--- src/rtl/csa_pkg.sv ---
// Shared types and constants for the conditional-sum subtractor.
package csa_pkg;

  localparam int CSA_WIDTH = 8;
  localparam int CSA_GROUP = 2;
  localparam int CSA_NGRP  = CSA_WIDTH / CSA_GROUP;

  // Sum and carry of one group for both carry-in assumptions.
  typedef struct packed {
    logic [CSA_GROUP-1:0] sum0;
    logic                 c0;
    logic [CSA_GROUP-1:0] sum1;
    logic                 c1;
  } cond_pair_t;

  // Everything stage 2 needs: 24 conditional bits, the real carry-in
  // and both operand sign bits for the overflow check.
  typedef struct packed {
    cond_pair_t [CSA_NGRP-1:0] grp;
    logic                      cin;
    logic                      x_msb;
    logic                      y_msb;
  } s1_reg_t;

  // Wide NOR used for the zero flag.
  function automatic logic all_zero(input logic [CSA_WIDTH-1:0] v);
    return ~|v;
  endfunction

endpackage

--- src/rtl/csa_cond_cell2.sv ---
// 2-bit conditional-sum cell: two short ripple chains, one assuming
// carry-in 0 and one assuming carry-in 1.
module csa_cond_cell2
  import csa_pkg::*;
(
  input  logic [1:0] a,
  input  logic [1:0] b,
  output cond_pair_t pair
);

  logic [1:0] sum0;
  logic [1:0] sum1;
  logic       c0_mid;
  logic       c1_mid;
  logic       c0_out;
  logic       c1_out;

  full_adder u_fa0_lo (.a(a[0]), .b(b[0]), .cin(1'b0),   .sum(sum0[0]), .cout(c0_mid));
  full_adder u_fa0_hi (.a(a[1]), .b(b[1]), .cin(c0_mid), .sum(sum0[1]), .cout(c0_out));
  full_adder u_fa1_lo (.a(a[0]), .b(b[0]), .cin(1'b1),   .sum(sum1[0]), .cout(c1_mid));
  full_adder u_fa1_hi (.a(a[1]), .b(b[1]), .cin(c1_mid), .sum(sum1[1]), .cout(c1_out));

  assign pair = '{sum0: sum0, c0: c0_out, sum1: sum1, c1: c1_out};

endmodule

--- src/rtl/full_adder.sv ---
// One-bit full adder.
module full_adder (
  input  logic a,
  input  logic b,
  input  logic cin,
  output logic sum,
  output logic cout
);

  assign sum  = a ^ b ^ cin;
  assign cout = (a & b) | (cin & (a ^ b));

endmodule

--- src/rtl/multiplexer_1bit.sv ---
// Two-way 1-bit multiplexer.
module multiplexer_1bit (
  input  logic sel,
  input  logic d0,
  input  logic d1,
  output logic y
);

  assign y = sel ? d1 : d0;

endmodule

--- src/rtl/multiplexer_2bit.sv ---
// Two-way 2-bit multiplexer.
module multiplexer_2bit (
  input  logic       sel,
  input  logic [1:0] d0,
  input  logic [1:0] d1,
  output logic [1:0] y
);

  assign y = sel ? d1 : d0;

endmodule

--- src/rtl/multiplexer_4bit.sv ---
// Two-way 4-bit multiplexer.
module multiplexer_4bit (
  input  logic       sel,
  input  logic [3:0] d0,
  input  logic [3:0] d1,
  output logic [3:0] y
);

  assign y = sel ? d1 : d0;

endmodule

--- src/rtl/csa_subtractor_pipe.sv ---
// Two-stage conditional-sum subtractor: diff = x - y - bin, computed as
// x + ~y + ~bin with borrow-out = ~carry-out. Valid/ready on both sides.
module csa_subtractor_pipe
  import csa_pkg::*;
#(
  parameter int WIDTH = CSA_WIDTH  // only 8 is supported
) (
  input  logic             clk,
  input  logic             rst,
  input  logic             in_valid,
  output logic             in_ready,
  input  logic [WIDTH-1:0] x,
  input  logic [WIDTH-1:0] y,
  input  logic             bin,
  output logic             out_valid,
  input  logic             out_ready,
  output logic [WIDTH-1:0] diff,
  output logic             bout,
  output logic             ovf,
  output logic             zero
);

  // ---------------------------------------------------------------- state
  logic                 s1_valid_q, s1_valid_d;
  s1_reg_t              s1_data_q,  s1_data_d;
  logic                 s2_valid_q, s2_valid_d;
  logic [CSA_WIDTH-1:0] diff_q,     diff_d;
  logic                 bout_q,     bout_d;
  logic                 ovf_q,      ovf_d;
  logic                 zero_q,     zero_d;

  // ------------------------------------------------------------ handshake
  logic s1_ready;
  logic s2_ready;

  assign s2_ready = !s2_valid_q || out_ready;
  assign s1_ready = !s1_valid_q || s2_ready;
  assign in_ready = s1_ready;

  // ------------------------------------------------- stage 1: group cells
  logic [CSA_WIDTH-1:0]      y_inv;
  cond_pair_t [CSA_NGRP-1:0] cell_pair;

  assign y_inv = ~y;

  for (genvar g = 0; g < CSA_NGRP; g++) begin : g_cell
    csa_cond_cell2 u_cell (
      .a    (x[CSA_GROUP*g +: CSA_GROUP]),
      .b    (y_inv[CSA_GROUP*g +: CSA_GROUP]),
      .pair (cell_pair[g])
    );
  end

  // Stage 1 loads new operands when accepted, clears when drained.
  always_comb begin
    // NOTE: every always_comb output gets a default first so no path
    // leaves it unassigned, which would otherwise infer a latch.
    s1_valid_d = s1_valid_q;
    s1_data_d  = s1_data_q;
    if (s1_ready) begin
      s1_valid_d = in_valid;
      if (in_valid) begin
        s1_data_d = '{grp: cell_pair, cin: ~bin, x_msb: x[CSA_WIDTH-1],
                      y_msb: y[CSA_WIDTH-1]};
      end
    end
  end

  // ---------------------------------------------- stage 2: merge tree
  // 4-bit merge: index [m][k] = merged half m under carry-in assumption k.
  logic [3:0] m4_sum [2][2];
  logic       m4_c   [2][2];

  for (genvar m = 0; m < 2; m++) begin : g_m4
    for (genvar k = 0; k < 2; k++) begin : g_k
      cond_pair_t lo_pair;
      cond_pair_t hi_pair;
      logic [1:0] lo_sum;
      logic       lo_c;
      logic [1:0] hi_sum;

      assign lo_pair = s1_data_q.grp[2*m];
      assign hi_pair = s1_data_q.grp[2*m+1];
      assign lo_sum  = (k == 0) ? lo_pair.sum0 : lo_pair.sum1;
      assign lo_c    = (k == 0) ? lo_pair.c0   : lo_pair.c1;

      multiplexer_2bit u_hi_sum (.sel(lo_c), .d0(hi_pair.sum0), .d1(hi_pair.sum1), .y(hi_sum));
      multiplexer_1bit u_hi_c   (.sel(lo_c), .d0(hi_pair.c0),   .d1(hi_pair.c1),   .y(m4_c[m][k]));

      assign m4_sum[m][k] = {hi_sum, lo_sum};
    end
  end

  // 8-bit merge under each assumption: upper half chosen by lower carry.
  logic [3:0] s8_hi [2];
  logic       s8_c  [2];

  for (genvar k = 0; k < 2; k++) begin : g_m8
    multiplexer_4bit u_hi8 (.sel(m4_c[0][k]), .d0(m4_sum[1][0]), .d1(m4_sum[1][1]), .y(s8_hi[k]));
    multiplexer_1bit u_c8  (.sel(m4_c[0][k]), .d0(m4_c[1][0]),   .d1(m4_c[1][1]),   .y(s8_c[k]));
  end

  // Final select by the real carry-in.
  logic [CSA_WIDTH-1:0] diff_sel;
  logic                 cout_sel;

  multiplexer_4bit u_sel_lo (.sel(s1_data_q.cin), .d0(m4_sum[0][0]), .d1(m4_sum[0][1]), .y(diff_sel[3:0]));
  multiplexer_4bit u_sel_hi (.sel(s1_data_q.cin), .d0(s8_hi[0]),     .d1(s8_hi[1]),     .y(diff_sel[7:4]));
  multiplexer_1bit u_sel_c  (.sel(s1_data_q.cin), .d0(s8_c[0]),      .d1(s8_c[1]),      .y(cout_sel));

  // Stage 2 captures the selected result and flags when stage 1 hands over.
  always_comb begin
    s2_valid_d = s2_valid_q;
    diff_d     = diff_q;
    bout_d     = bout_q;
    ovf_d      = ovf_q;
    zero_d     = zero_q;
    if (s2_ready) begin
      s2_valid_d = s1_valid_q;
      if (s1_valid_q) begin
        diff_d = diff_sel;
        bout_d = ~cout_sel;
        ovf_d  = (s1_data_q.x_msb != s1_data_q.y_msb) &&
                 (diff_sel[CSA_WIDTH-1] != s1_data_q.x_msb);
        zero_d = all_zero(diff_sel);
      end
    end
  end

  // Pipeline registers with asynchronous reset.
  always_ff @(posedge clk or posedge rst) begin
    if (rst) begin
      // NOTE: datapath flops are reset too, since the result outputs have
      // defined reset values that a consumer can observe.
      s1_valid_q <= 1'b0;
      s1_data_q  <= '0;
      s2_valid_q <= 1'b0;
      diff_q     <= '0;
      bout_q     <= 1'b0;
      ovf_q      <= 1'b0;
      zero_q     <= 1'b0;
    end else begin
      // NOTE: non-blocking assignments so every flop samples pre-edge
      // values regardless of statement order.
      s1_valid_q <= s1_valid_d;
      s1_data_q  <= s1_data_d;
      s2_valid_q <= s2_valid_d;
      diff_q     <= diff_d;
      bout_q     <= bout_d;
      ovf_q      <= ovf_d;
      zero_q     <= zero_d;
    end
  end

  assign out_valid = s2_valid_q;
  assign diff      = diff_q;
  assign bout      = bout_q;
  assign ovf       = ovf_q;
  assign zero      = zero_q;

endmodule

--- config.mk ---
export PLATFORM = sky130hd
export DESIGN_NAME = csa_subtractor_pipe
export DESIGN_NICKNAME = d
export VERILOG_FILES = /design/src/rtl/csa_pkg.sv /design/src/rtl/csa_cond_cell2.sv /design/src/rtl/full_adder.sv /design/src/rtl/multiplexer_1bit.sv /design/src/rtl/multiplexer_2bit.sv /design/src/rtl/multiplexer_4bit.sv /design/src/rtl/csa_subtractor_pipe.sv
export SDC_FILE = /design/constraint.sdc
export NUM_CORES = 1
export LEC_CHECK = 0
export ABC_AREA = 1
export CAP_MARGIN = 20
export CELL_PAD_IN_SITES_DETAIL_PLACEMENT = 0
export CELL_PAD_IN_SITES_GLOBAL_PLACEMENT = 2
export CORE_UTILIZATION = 30
export CTS_CLUSTER_DIAMETER = 150
export DETAILED_ROUTE_END_ITERATION = 8
export PLACE_DENSITY = 0.82
export SLEW_MARGIN = 0
export SYNTH_ARGS = -nofsm -noshare
export SYNTH_HDL_FRONTEND = slang
export SYNTH_HIERARCHICAL = 1
export SYNTH_SLANG_ARGS = --single-unit
--- constraint.sdc ---
create_clock -name clk -period 1.5 [get_ports clk]
set_input_delay 0.225 -clock clk [delete_from_list [all_inputs] [get_ports clk]]
set_output_delay 0.225 -clock clk [all_outputs]
set_load 0.01 [all_outputs]
==> metrics.md, run 1 <==
| Metric | Value |
|---|---|
| Outcome | completed |
| Netlist cell types | 16 |
| Maximum number of pins on one net before global-route repair | 41 |
| Via/cell ratio | 4.15 |
| Total standard cell area after synthesis | 0.00247 mm2 |
| Residual antenna-violating net count after detailed routing | 0 |
| Number of instances in the synthesized netlist | 328 |
| Kind of cell with the highest combined delay on the critical path | buffers and inverters |
| Routed wire length per instance | 10.5 um |
| Worst Clk Skew | 0.00517 ns |
| Startpoint type of the worst setup path | register |
| Floorplan die area | 0.00859 mm2 |
| Wire length of the first global-routing pass | 8780 um |
| # port buffers | 33 |
| Type of the worst min-delay path | primary input to async pin |
| Pint | 2.33 mW |
| Post-layout net count | 406 |
| Minimum setup slack after placement | -0.403 ns |
| End-of-flow core utilization | 39.1% |
| Final count of pins violating max slew | 0 |
| TritonCTS buffer count | 5 |
| Relative area change from synthesis to final layout | 24.4% |
| Fraction of the yosys area taken by sequential cells | 40.6% |
| Number of global-route vias before repair | around 1900 |
| CP max stage cell | clkdlybuf4s50_1 |
| Cell area after placement | between 0.002 and 0.003 mm2 |
| Post-layout worst setup margin | 0.0888 ns |
| Fraction of power consumed by the clock network | 18.4% |
| Mean Syn Cell Area | roughly 7.5 um2 |
| DP HPWL | roughly 3800 um |
| Classification of the worst setup path | register to output pin |
| Maximum clock frequency | ~710 MHz |
| Post-Syn Nets | 365 |
| Crit-path max FO | 2 |
| Crit path buf inv count | 1 |
| Flip-flop and latch count after synthesis | 40 |
| DR DRC count | 0 |
| Final cell count without fillers | approximately 470 |
| Final Cell Area | 0.00307 mm2 |
| Register area | 0.00100 mm2 |
| Number of standard-cell rows in the floorplan | 32 |
| Count of routing violations after the opening detailed-route iteration | 50 |
| Fraction of power consumed by sequential logic | 42.7% |
| Hold Violations, Final | 0 |
| Reported max-cap violation count | 0 |
| Ratio of final minimum period to clock period | between 90% and 100% |
| Switching fraction of total power | 35.2% |
| Cell-by-cell listing of the critical path | clkdlybuf4s50_1 |
| Crit path required time | ~1.3 ns |
| Static leakage power | 1.65 nW |
| Area inside the core boundary | 0.00785 mm2 |
| GP Congestion | 0.712 |
| RSZ-0062 raised after global routing | yes |
| Initial cell density of the core | 31.4% |
| Post-layout minimum cycle time | 1.41 ns |
| Power spent charging and discharging nets | 1.27 mW |
| Die height | 92.7 um |
| Area of the multi-input gates | around 0.0013 mm2 |
| DIE WIDTH | between 90 and 100 um |
| Clock tree from TritonCTS | built |
| Number of sinks on the clock net | 40 |
| Number of primary I/O pins | 34 |
| Clock insertion delay at the later pin of the skew report | 0.29 ns |
| Final Total Pwr | 3.60 mW |
| GRT overflow | 0 |
| Power density relative to cell area | 1170 mW/mm2 |
| Aggregate routed wire length | 4940 um |
| Number of inserted diodes | 0 |
| Largest stage delay on the critical path | roughly 0.54 ns |
| Number of warnings issued by yosys | 6 |
| Number of placed cells counting well taps | between 400 and 500 |
| Via count | 1954 |
| Number of H-tree levels | 2 |
| Max VDD drop | 0.313 mV |
| Root buffer selected by CTS | clkbuf_8 |
| Fillers | 877 |
| WP data arrival | 1.19 ns |
| Worst-case clock buffer depth | 2 |
| Antenna violations before repair | 0 |
| Power share of the combinational group | 38.9% |
| Final setup fails | 0 |
| Fraction of final layout cells sized beyond drive strength 1 | 13.8% |
| Drt pass-1 iters | 4 |
| Post-CTS clock slew at the launch and capture registers of the worst setup and hold paths | 0.07 ns |
| Worst Setup End Kind | output pin |
| Overall fraction of global-route tracks in use | 13.1% |
[worst paths after layout]
| kind | startpoint | to | slack (ns) | depth (start not counted) |
|---|---|---|---|---|
| max | diff[6]$_DFFE_PP0P_ | diff[6] | 0.09 | 1 |
| min reg2reg | ovf$_DFFE_PP0P_ | ovf$_DFFE_PP0P_ | 0.48 | 2 |
| max reg2reg | g_m4[0].g_k[1].lo_c$_DFFE_PP0P_ | zero$_DFFE_PP0P_ | 0.13 | 13 |
| min | rst | diff[1]$_DFFE_PP0P_ | 0.28 | 3 |
| max in group asynchronous | rst | g_m4[1].g_k[0].lo_c$_DFFE_PP0P_ | 1.01 | 3 |
| min in group clk | y[2] | g_m4[0].g_k[0].hi_pair[4]$_DFFE_PP0P_ | 0.48 | 5 |
[kinds of logic (layout without fill, tap and decap cells)]
| kind of cell | count (synthesis) | in the layout | share of synthesized area [%] |
|---|---|---|---|
| AOI/OAI and AO/OA | 5 | 5 | 1.01 |
| adders and majority gates | 16 | 16 | 13.0 |
| buffers and inverters | 45 | 86 | 9.38 |
| DFF | 40 | 40 | 40.6 |
| other | 8 | 8 | 1.22 |
| and+or+nand+nor | 214 | 214 | 34.8 |
[metal layers]
metal | routed length, um | up-vias | track usage, %
li1 | - | 1048 | -
met1 | 2520 | 873 | 18.6
met2 | 2210 | 31 | 19.4
met3 | 151 | 2 | 2.96
met4 | 48 | 0 | 5.00
met5 | 0 | - | 0
[cell type report]
type                       count  share of cell area, %
clock inverter                 1                  0.163
clock buffer                   6                   2.36
multi-input combinational    243                   41.3
inverter                      28                   3.42
timing repair buffer          51                   15.9
sequential                    40                   32.7
tap                          102                   4.16
[flip-flops by register name (all words and copies together), names as in the netlist, 3 cells and up]
register / count
s1_data_q: 3
g_m4.g_k.hi_pair: 12
diff: 8
g_m4.g_k.lo_sum: 8
g_m4.g_k.lo_c: 4
[stage by stage]
| step | TNS (ns) | hold slack, ns |
|---|---|---|
| floorplan | 0 | 0.316 |
| global placement | -7.13 | 0.462 |
| detailed placement | -7.60 | 0.466 |
| CTS | 0 | 0.279 |
| global route | -0.00751 | 0.296 |
| finish | 0 | 0.277 |
[power groups by stage]
stage	Combinational, mW	Clock [mW]	Sequential [mW]
final	1.40	0.664	1.54
after global routing	1.61	0.761	1.58
after CTS	1.38	0.706	1.54
after detailed placement	1.38	0	1.56
after global placement	1.37	0	1.56
after floorplan	0.776	0	1.58
[layout by cell type (no fill, tap or decap), types with 5 or more instances in the layout]
master and n:
nand2_1 175, dfrtp_1 39, nand3_1 26, clkdlybuf4s50_1 23, inv_1 18, buf_4 16, inv_2 10, fa_1 9
conb_1 8, fa_2 7, dlygate4sd2_1 7, nand2_2 6, clkbuf_8 5
[Yosys cell counts]
cell	n	area, um2
nand2_1	180	676
dfrtp_1	40	1000
nand3_1	26	130
inv_1	22	82.6
fa_1	16	320
buf_4	9	67.6
conb_1	8	30.0
inv_2	6	22.5
buf_2	5	25.0
nor2_1	5	18.8
o21ai_0	4	20.0
buf_6	3	33.8
nand2_2	1	6.26
nand2_4	1	11.3
nand3_4	1	17.5
o21ai_1	1	5.00
[repair_timing]
item,4_1_cts,5_1_grt
setup buffers,0,3
setup endpoints to repair,17,11
hold buffers,0,0
pin swaps,5,10
hold endpoints to repair,0,0
resized for setup,17,12
(Power assumes the default switching activity.)
==> run 2: changes to the inputs <==
- CORE_ASPECT_RATIO: not set -> 1.4
==> run 2 against run 1 <==
Against the previous run:
- die area about the same
- largest power group unchanged
- routed wire length up 2.4%
- clock power up 44%
- utilization up 0.86 points
- critical endpoint is now g_m4[1].g_k[0].hi_pair[2]$_DFFE_PP0P_
- non-clock buffer count shrank 1
- combinational power about the same
- final cell count fell by 0.42%
- register-to-register slack about the same
==> metrics.md, run 2 (same netlist as run 1, synthesis figures left out) <==
| Metric | Value |
|---|---|
| Hold Violations, Final | 0 (unchanged) |
| Minimum setup slack after placement | -0.410 ns (-0.00637 ns) |
| Type of the worst min-delay path | primary input to async pin |
| Clock insertion delay at the later pin of the skew report | 0.29 ns (about the same) |
| Crit path required time | 1.73 ns (+0.46 ns) |
| Residual antenna-violating net count after detailed routing | 0 (unchanged) |
| Floorplan die area | 0.00860 mm2 (about the same) |
| Post-CTS clock slew at the launch and capture registers of the worst setup and hold paths | 0.08 ns (about the same) |
| Aggregate routed wire length | 5050 um (+2.4%) |
| Reg2Reg Setup Slack | 0.13 ns (about the same) |
| DP HPWL | 3860 um (+1.8%) |
| Area inside the core boundary | 0.00785 mm2 (about the same) |
| Power density relative to cell area | 1250 mW/mm2 (+6.7%) |
| Final hold slack | 0.292 ns (+0.0142 ns) |
| Max VDD drop | 0.555 mV (+77%) |
| Overall fraction of global-route tracks in use | 13.5% (+0.34 points) |
| Final Cell Area | 0.00314 mm2 (+2.2%) |
| Relative area change from synthesis to final layout | 27.1% |
| Final setup fails | 0 (unchanged) |
| GRT overflow | 0 (unchanged) |
| Root buffer selected by CTS | clkbuf_8 |
| Via count | 1996 (+2.1%) |
| Maximum clock frequency | 682 MHz (-3.8%) |
| Worst Clk Skew | 0.00685 ns (+0.00168 ns) |
| Wire length of the first global-routing pass | 8960 um (+2.0%) |
| Reported max-cap violation count | 0 (unchanged) |
| Number of inserted diodes | 0 (unchanged) |
| Die height | 109 um (+18%) |
| Final cell count without fillers | 469 (-0.42%) |
| Most common library cell in the layout ignoring fill and taps | nand2_1 |
| Post-layout net count | 405 (-0.25%) |
| Startpoint type of the worst setup path | primary input |
| Worst Setup End Kind | register |
| Initial cell density of the core | 31.5% (about the same) |
| Classification of the worst setup path | primary input to register |
| Number of H-tree levels | 2 (unchanged) |
| Outcome | completed |
| Post-layout worst setup margin | 0.0327 ns (-0.0561 ns) |
| Worst-case clock buffer depth | 2 (unchanged) |
| Number of flip-flops in the largest register | 12 (unchanged) |
| DR DRC count | 0 (unchanged) |
| Maximum number of pins on one net before global-route repair | 41 (unchanged) |
| TritonCTS buffer count | 5 (unchanged) |
| Via/cell ratio | 4.26 (+2.6%) |
| WP data arrival | 1.70 ns (+0.51 ns) |
| Drt pass-1 iters | 4 (unchanged) |
| # port buffers | 33 (unchanged) |
| Number of sinks on the clock net | 40 (unchanged) |
| Crit-path max FO | 2 (unchanged) |
| Routed wire length per instance | 10.8 um (+2.8%) |
| Final count of pins violating max slew | 0 (unchanged) |
| GP Congestion | 0.723 (+1.5%) |
| Antenna violations before repair | 0 (unchanged) |
| Number of global-route vias before repair | 1977 (+5.9%) |
| Clock tree from TritonCTS | built |
| Post-layout minimum cycle time | 1.47 ns (+0.0561 ns) |
| Ratio of final minimum period to clock period | 97.8% (+3.7 points) |
| Count of routing violations after the opening detailed-route iteration | 68 (+36%) |
| Number of placed cells counting well taps | 458 (-0.65%) |
| Cell area after placement | 0.00293 mm2 (-0.34%) |
| Static leakage power | 1.66 nW (+0.59%) |
| Final Total Pwr | 3.92 mW (+9.0%) |
| Number of standard-cell rows in the floorplan | 38 (+19%) |
| Number of primary I/O pins | 34 (unchanged) |
| DIE WIDTH | 78.6 um (-15%) |
| Commonest cells after routing, fill and taps aside | 170 x nand2_1, 38 x dfrtp_1, 26 x nand3_1 |
| Fraction of final layout cells sized beyond drive strength 1 | 16.3% (+2.4 points) |
-- run 2: cell count changes in the layout (fill, tap and decap cells not counted), sizes merged --
cell,delta
dlygate4sd2,-1
clkinv,-1
clkdlybuf4s50,+2
buf,-1
clkbuf,+1
bufinv,+1
dlymetal6s2s,-1
-- run 2: worst paths after layout --
path | from | to | cells after the start
setup / recovery | y[6] | g_m4[1].g_k[0].hi_pair[2]$_DFFE_PP0P_ | 6
max in group asynchronous | rst | g_m4[1].g_k[0].lo_c$_DFFE_PP0P_ | 3
hold / removal | rst | diff[1]$_DFFE_PP0P_ | 3
setup reg to reg | out_valid$_DFFE_PP0P_ | s1_data_q[0]$_DFFE_PP0P_ | 6
hold reg to reg | diff[3]$_DFFE_PP0P_ | diff[3]$_DFFE_PP0P_ | 2
min in group clk | diff[3]$_DFFE_PP0P_ | diff[3]$_DFFE_PP0P_ | 2
-- run 2: cell type report --
cell class                      count  area (um2)
Fill cell                         858        4710
Multi-Input combinational cell    243        1290
Sequential cell                    40        1000
Timing Repair Buffer               50         480
Tap cell                          100         125
Inverter                           28         110
Clock buffer                        7        96.3
Clock inverter                      1        30.0
-- run 2: where the power goes --
group / internal (mW) / total [mW] / switching, mW
clock: 0.587 / 0.956 / 0.369
combinational: 0.684 / 1.43 / 0.748
sequential: 1.34 / 1.54 / 0.194
total: 2.61 / 3.92 / 1.31
-- run 2: per-stage QoR --
stage	utilization, %	TNS, ns
finish	40.0	0
global route	40.0	-0.0144
CTS	39.2	0
detailed placement	37.3	-6.52
global placement	37.3	-6.23
floorplan	-	0
-- run 2: timing repair --
action / in CTS / in global routing
pin swaps: 5 / 16
hold buffers: 0 / 0
cloned: 0 / 0
buffers inserted: 1 / 2
endpoints found under the setup margin: 15 / 8
gates resized for setup: 16 / 23
-- run 2: routing by layer --
layer	vias up	wire, um	GRT usage (%)
met5	-	0	0
met1	917	2270	16.1
li1	1043	-	-
met2	29	2540	23.6
met4	0	92	5.16
met3	7	155	2.66
-- run 2: critical path: stages --
cell	delay, ns
clkdlybuf4s50_1	0.47
inv_2	0.05
fa_2	0.33
fa_1	0.48
nand3_1	0.07
nand2_1	0.07
==> run 3: changes to the inputs <==
- CTS_CLUSTER_SIZE: not set -> 28
- GPL_ROUTABILITY_DRIVEN: not set -> 0
- PLACE_DENSITY: 0.82 -> 0.87
==> run 3 against run 2 <==
Against the previous run:
- worst hold slack about the same
- flip-flop and latch count unchanged
- register-to-register slack improved by 0.02 ns
- utilization decreased by 0.99 points
- sequential share of layout area increased by 0.81 points
- design area decreased by 2.5%
- final cell count decreased by 0.64%
- via count decreased by 2.8%
- critical path depth decreased by 5
- first-iteration DRC count increased by 1.5%
- combinational power decreased by 4%
==> metrics.md, run 3 (same netlist as run 1, synthesis figures left out) <==
| Metric | Value |
|---|---|
| Reported max-cap violation count | 0 (unchanged) |
| Type of the worst min-delay path | primary input to async pin |
| Largest stage delay on the critical path | 0.54 ns (+0.06 ns) |
| Switching fraction of total power | 35.4% (+1.9 points) |
| Post-CTS clock slew at the launch and capture registers of the worst setup and hold paths | 0.07 ns (about the same) |
| Number of flip-flops in the largest register | 12 (unchanged) |
| Final hold slack | 0.291 ns (-0.000320 ns) |
| Wire length on met2 | 2550 um (+0.59%) |
| Final Cell Area | 0.00306 mm2 (-2.5%) |
| End-of-flow core utilization | 39.0% (-0.99 points) |
| Startpoint type of the worst setup path | register |
| GRT overflow | 0 (unchanged) |
| Hold Violations, Final | 0 (unchanged) |
| DIE WIDTH | 78.6 um (unchanged) |
| Fraction of power consumed by sequential logic | 43.0% (+3.9 points) |
| Maximum clock frequency | 712 MHz (+4.5%) |
| Residual antenna-violating net count after detailed routing | 0 (unchanged) |
| DR DRC count | 0 (unchanged) |
| Power density relative to cell area | 1170 mW/mm2 (-6.3%) |
| Cts hold-fix bufs | 0 (unchanged) |
| Wire length on met3 | 118 um (-24%) |
| Crit-path max FO | 2 (unchanged) |
| DP HPWL | 3860 um (about the same) |
| Power share of the combinational group | 38.3% (+1.8 points) |
| Number of inserted diodes | 0 (unchanged) |
| Via count | 1941 (-2.8%) |
| Post-layout net count | 403 (-0.49%) |
| WP data arrival | 1.18 ns (-0.52 ns) |
| Cell-by-cell listing of the critical path | clkdlybuf4s50_1 |
| Most common library cell in the layout ignoring fill and taps | nand2_1 |
| Antenna violations before repair | 0 (unchanged) |
| Via/cell ratio | 4.17 (-2.1%) |
| # port buffers | 33 (unchanged) |
| Classification of the worst setup path | register to output pin |
| Kind of cell with the highest combined delay on the critical path | buffers and inverters |
| Drt pass-1 iters | 4 (unchanged) |
| Die height | 109 um (unchanged) |
| Summed negative setup slack over all endpoints | 0 ns (unchanged) |
| Static leakage power | 1.64 nW (-1.3%) |
| Highest signal layer in the routed design | met4 |
| Aggregate routed wire length | 4890 um (-3.3%) |
| Clock insertion delay at the later pin of the skew report | 0.29 ns (about the same) |
| Reg2Reg Setup Slack | 0.15 ns (+0.02 ns) |
| Number of primary I/O pins | 34 (unchanged) |
| Outcome | completed |
| Worst Clk Skew | 0.00581 ns (-0.00104 ns) |
| Overall fraction of global-route tracks in use | 13.2% (-0.30 points) |
| Crit path required time | 1.27 ns (-0.46 ns) |
| Floorplan die area | 0.00860 mm2 (unchanged) |
| Number of sinks on the clock net | 40 (unchanged) |
| Pint | 2.32 mW (-11%) |
| Cell area after placement | 0.00292 mm2 (-0.26%) |
| Ratio of final minimum period to clock period | 93.6% (-4.2 points) |
| Power spent charging and discharging nets | 1.27 mW (-3.4%) |
| Maximum number of pins on one net before global-route repair | 41 (unchanged) |
| Fraction of power consumed by the clock network | 18.7% (-5.7 points) |
| Clock tree from TritonCTS | built |
| Routed wire length per instance | 10.5 um (-2.6%) |
| Number of standard-cell rows in the floorplan | 38 (unchanged) |
| TritonCTS buffer count | 5 (unchanged) |
| Max VDD drop | 0.417 mV (-25%) |
| Wire length of the first global-routing pass | 8800 um (-1.7%) |
| Met1 WL | 2120 um (-6.4%) |
| Final setup fails | 0 (unchanged) |
| Root buffer selected by CTS | clkbuf_8 |
| Number of H-tree levels | 2 (unchanged) |
| Final Total Pwr | 3.58 mW (-8.7%) |
| Worst Setup End Kind | output pin |
| Final count of pins violating max slew | 0 (unchanged) |
| Commonest cells after routing, fill and taps aside | 175 x nand2_1, 38 x dfrtp_1, 25 x nand3_1 |
| Area inside the core boundary | 0.00785 mm2 (unchanged) |
| Fraction of final layout cells sized beyond drive strength 1 | 13.7% (-2.6 points) |
| Crit path buf inv count | 1 (-1) |
| Worst-case clock buffer depth | 2 (unchanged) |
| Relative area change from synthesis to final layout | 23.9% |
| Number of global-route vias before repair | 1946 (-1.6%) |
| Count of routing violations after the opening detailed-route iteration | 69 (+1.5%) |
| Post-layout minimum cycle time | 1.40 ns (-0.0635 ns) |
| CP max stage cell | clkdlybuf4s50_1 |
| Initial cell density of the core | 31.5% (unchanged) |
| RSZ-0062 raised after global routing | yes |
[run 3: cell count changes in the layout (fill, tap and decap cells not counted), moves of 2 or more]
cell and delta:
clkbuf_8 -2, inv_4 -2, clkdlybuf4s50_1 -2, nand2_1 +5, buf_4 -2, nand2_2 -5
[run 3: final cells by class]
cell class / count / area, um2
Inverter: 28 / 105
Sequential cell: 40 / 1000
Tap cell: 100 / 125
Fill cell: 873 / 4790
Clock buffer: 6 / 72.6
Multi-Input combinational cell: 243 / 1280
Clock inverter: 1 / 5.00
Timing Repair Buffer: 48 / 467
[run 3: worst reg2reg max path: cells and delay by family (launching register included)]
| kind | cells | cell delay, ns |
|---|---|---|
| DFF | 1 | 0.40 |
| buffers and inverters | 2 | 0.12 |
| and+or+nand+nor | 11 | 0.77 |
[run 3: power by group through the flow]
stage	sequential, mW	clock, mW	combinational [mW]
2_1_floorplan	1.58	0	0.776
3_3_place_gp	1.56	0	1.34
6_report	1.54	0.669	1.37
4_1_cts	1.55	0.702	1.36
5_1_grt	1.59	0.734	1.59
3_5_place_dp	1.57	0	1.36
[run 3: metal layers]
layer  global-route usage, %  vias to the layer above
met2                    23.2                       27
met1                    15.6                      872
met4                    5.95                        0
met5                       0                        -
li1                        -                     1035
met3                    2.07                        7
[run 3: per-stage QoR]
step                      cells  worst slack [ns]
after detailed placement    457            -0.404
after floorplan             328             0.111
after global routing        466           -0.0397
final                       466            0.0962
after global placement      457            -0.368
after CTS                   464           0.00125
[run 3: worst paths after layout]
| check | start | end | cells after the start |
|---|---|---|---|
| worst max-delay path | diff[7]$_DFFE_PP0P_ | diff[7] | 1 |
| worst min-delay path | rst | diff[1]$_DFFE_PP0P_ | 3 |
| worst max register to register | g_m4[0].g_k[0].lo_c$_DFFE_PP0P_ | zero$_DFFE_PP0P_ | 13 |
| worst min register to register | diff[0]$_DFFE_PP0P_ | diff[0]$_DFFE_PP0P_ | 2 |
| max in group asynchronous | rst | g_m4[1].g_k[1].lo_c$_DFFE_PP0P_ | 3 |
| min in group clk | diff[0]$_DFFE_PP0P_ | diff[0]$_DFFE_PP0P_ | 2 |
[run 3: repair_timing]
item | 4_1_cts | 5_1_grt
gates cloned | 0 | 0
gates resized for setup | 16 | 17
buffers inserted | 0 | 2
pin swaps | 7 | 10
endpoints found under the setup margin | 14 | 9
==> patch: new RTL, flow settings as in run 2 <==
Register the output `ovf` once more, with the module's reset; this adds one clock of latency there. The other outputs are not delayed to match.
--- a/src/rtl/csa_subtractor_pipe.sv
+++ b/src/rtl/csa_subtractor_pipe.sv
@@ -155,7 +155,13 @@
   assign out_valid = s2_valid_q;
   assign diff      = diff_q;
   assign bout      = bout_q;
-  assign ovf       = ovf_q;
+  always_ff @(posedge clk or posedge rst) begin
+    if (rst) begin
+      ovf <= '0;
+    end else begin
+      ovf <= ovf_q;
+    end
+  end
   assign zero      = zero_q;
 
 endmodule
Formal check against the unedited RTL: not equivalent (a bounded check fails within 4 cycles, from zero or initial values and one cycle with rst high).
==> patch against run 2 <==
First-iteration DRC count shrank 22%. Core utilization barely moved. Area after synthesis increased by 1.0%. Worst setup slack improved by 0.060 ns. Critical path depth increased by 7. Largest cell class unchanged. Final area grew 3.2%. Routed wire length fell by 0.63%. Critical endpoint is now zero. Sequential cell count is 1 higher. Sequential power rose by 3%. Total power grew 7.5%.
==> patch: results (changes against run 2) <==
| Metric | Value |
|---|---|
| Placed instance count | `463 (+1.1%)` |
| Arrival @ worst endpoint | `1.63 ns (-0.07 ns)` |
| Critical-path maximum fanout | `6 (+4)` |
| Slack of the worst reg-to-reg path | `0.09 ns (-0.04 ns)` |
| NetSw | `1.35 mW (+3.2%)` |
| Fill cell instance count of the final layout | `895 (+4.3%)` |
| Total Routed Length | `5020 µm (-0.63%)` |
| HPWL after detailed placement | `3980 µm (+3.2%)` |
| Launch point of the critical path | `g_m4[0].g_k[1].lo_c` |
| Total number of yosys warnings | `6 (unchanged)` |
| Combined global-route utilization of all metal layers | `13.4% (-0.077 points)` |
| First-pass GRT wire length | `8940 µm (-0.16%)` |
| WHS | `0.312 ns (+0.0200 ns)` |
| Leakage | `1.73 nW (+3.7%)` |
| Placement Cell Area | `3010 µm² (+2.7%)` |
| Main area contributors after synthesis | `dfrtp_1, nand2_1, fa_1, nand3_1, inv_1` |
| Synth top cells by count | `nand2_1, dfrtp_1, nand3_1` |
| Critical path endpoint | `zero` |
| Routed wl met2 | `2630 µm (+3.8%)` |
| Syn_nets | `366 (+0.27%)` |
| Clock-pin transition on the worst setup and hold timing paths | `0.06 ns (-0.02 ns)` |
| Count of routing violations after the opening detailed-route iteration | `53 (-22%)` |
| Maximum number of pins on one net before global-route repair | `42 (+2.4%)` |
| Sequential cell area fraction in the yosys report | `41.2% (+0.60 points)` |
| Layout cells sized above 1 | `15.6% (-0.63 points)` |
| Outcome | `finished, final reports clean` |
| Metal3 WL | `127 µm (-18%)` |
| Vias | `1,966 (-1.5%)` |
| Logic depth of the worst register-to-register path | `13 (+7)` |
| Count of nets after finishing | `408 (+0.74%)` |
| Crit Reg-Reg Startpoint | `g_m4[0].g_k[1].lo_c` |
| Gate count of the mapped netlist | `329 (+0.30%)` |
| Count of non-filler cells in the finished layout | `473 (+0.85%)` |
| CTS resizes | `18 (+2)` |
| Post-route clock skew | `0.00230 ns (-0.00455 ns)` |
| CTS root buffer | `clkbuf_16` |
| Detailed-route wire length on metal 1 | `2180 µm (-3.7%)` |
| Max rail drop VDD | `0.535 mV (-3.6%)` |
| Setup repair bufs after CTS | `0 (-1)` |
patch: changes by cell type after synthesis, sizes merged:
cell / run 2 / this run
dfrtp: 40 / 41
patch: metrics by stage:
stage	TNS [ns]	util (%)	worst slack, ns
after global routing	-0.0435	40.0	-0.0435
final	0	40.0	0.0927
after CTS	0	39.2	0.00709
after global placement	-5.41	37.1	-0.366
after detailed placement	-5.82	37.1	-0.404
after floorplan	0	-	0.111
patch: final cells by class:
class                   instances  area share (%)
repair buffers                 52            16.5
well taps                     102            3.94
flip-flops and latches         41            31.7
inverters                      28            3.25
clock buffers                   5            3.87
clock inverters                 2            1.08
multi-input cells             243            39.6
patch: cell families (layout without fill, tap and decap cells):
group / after synthesis / after routing / synth area share, %
AO/OA/AOI/OAI: 5 / 5 / 1.00
adder cells (fa/ha/maj): 16 / 16 / 12.9
buffers and inverters: 45 / 87 / 9.29
flip-flops: 41 / 41 / 41.2
other: 8 / 8 / 1.20
AND/OR/NAND/NOR: 214 / 214 / 34.5
patch: power groups by stage:
stage                     clock network (mW)  registers, mW  logic [mW]
after floorplan                            0           1.62       0.777
after global placement                     0           1.59        1.39
after detailed placement                   0           1.60        1.41
after CTS                               1.20           1.59        1.41
after global routing                    1.25           1.63        1.70
final                                   1.18           1.58        1.46
patch: critical path, cell delays in order (launching register included):
cell,delay (ns)
dfrtp_1,0.39
inv_1,0.06
nand2_1,0.05
nand2_2,0.13
inv_2,0.07
nand2_1,0.06
nand2_1,0.05
nand2_1,0.07
nand2_2,0.08
nor2_4,0.12
nand2_2,0.06
nor2_2,0.09
nand2_1,0.05
nand2_1,0.05
patch: layer usage:
metal | track usage, % | up-vias
met1 | 16.0 | 879
li1 | - | 1050
met4 | 4.68 | 0
met2 | 24.1 | 31
met3 | 2.07 | 6
met5 | 0 | -
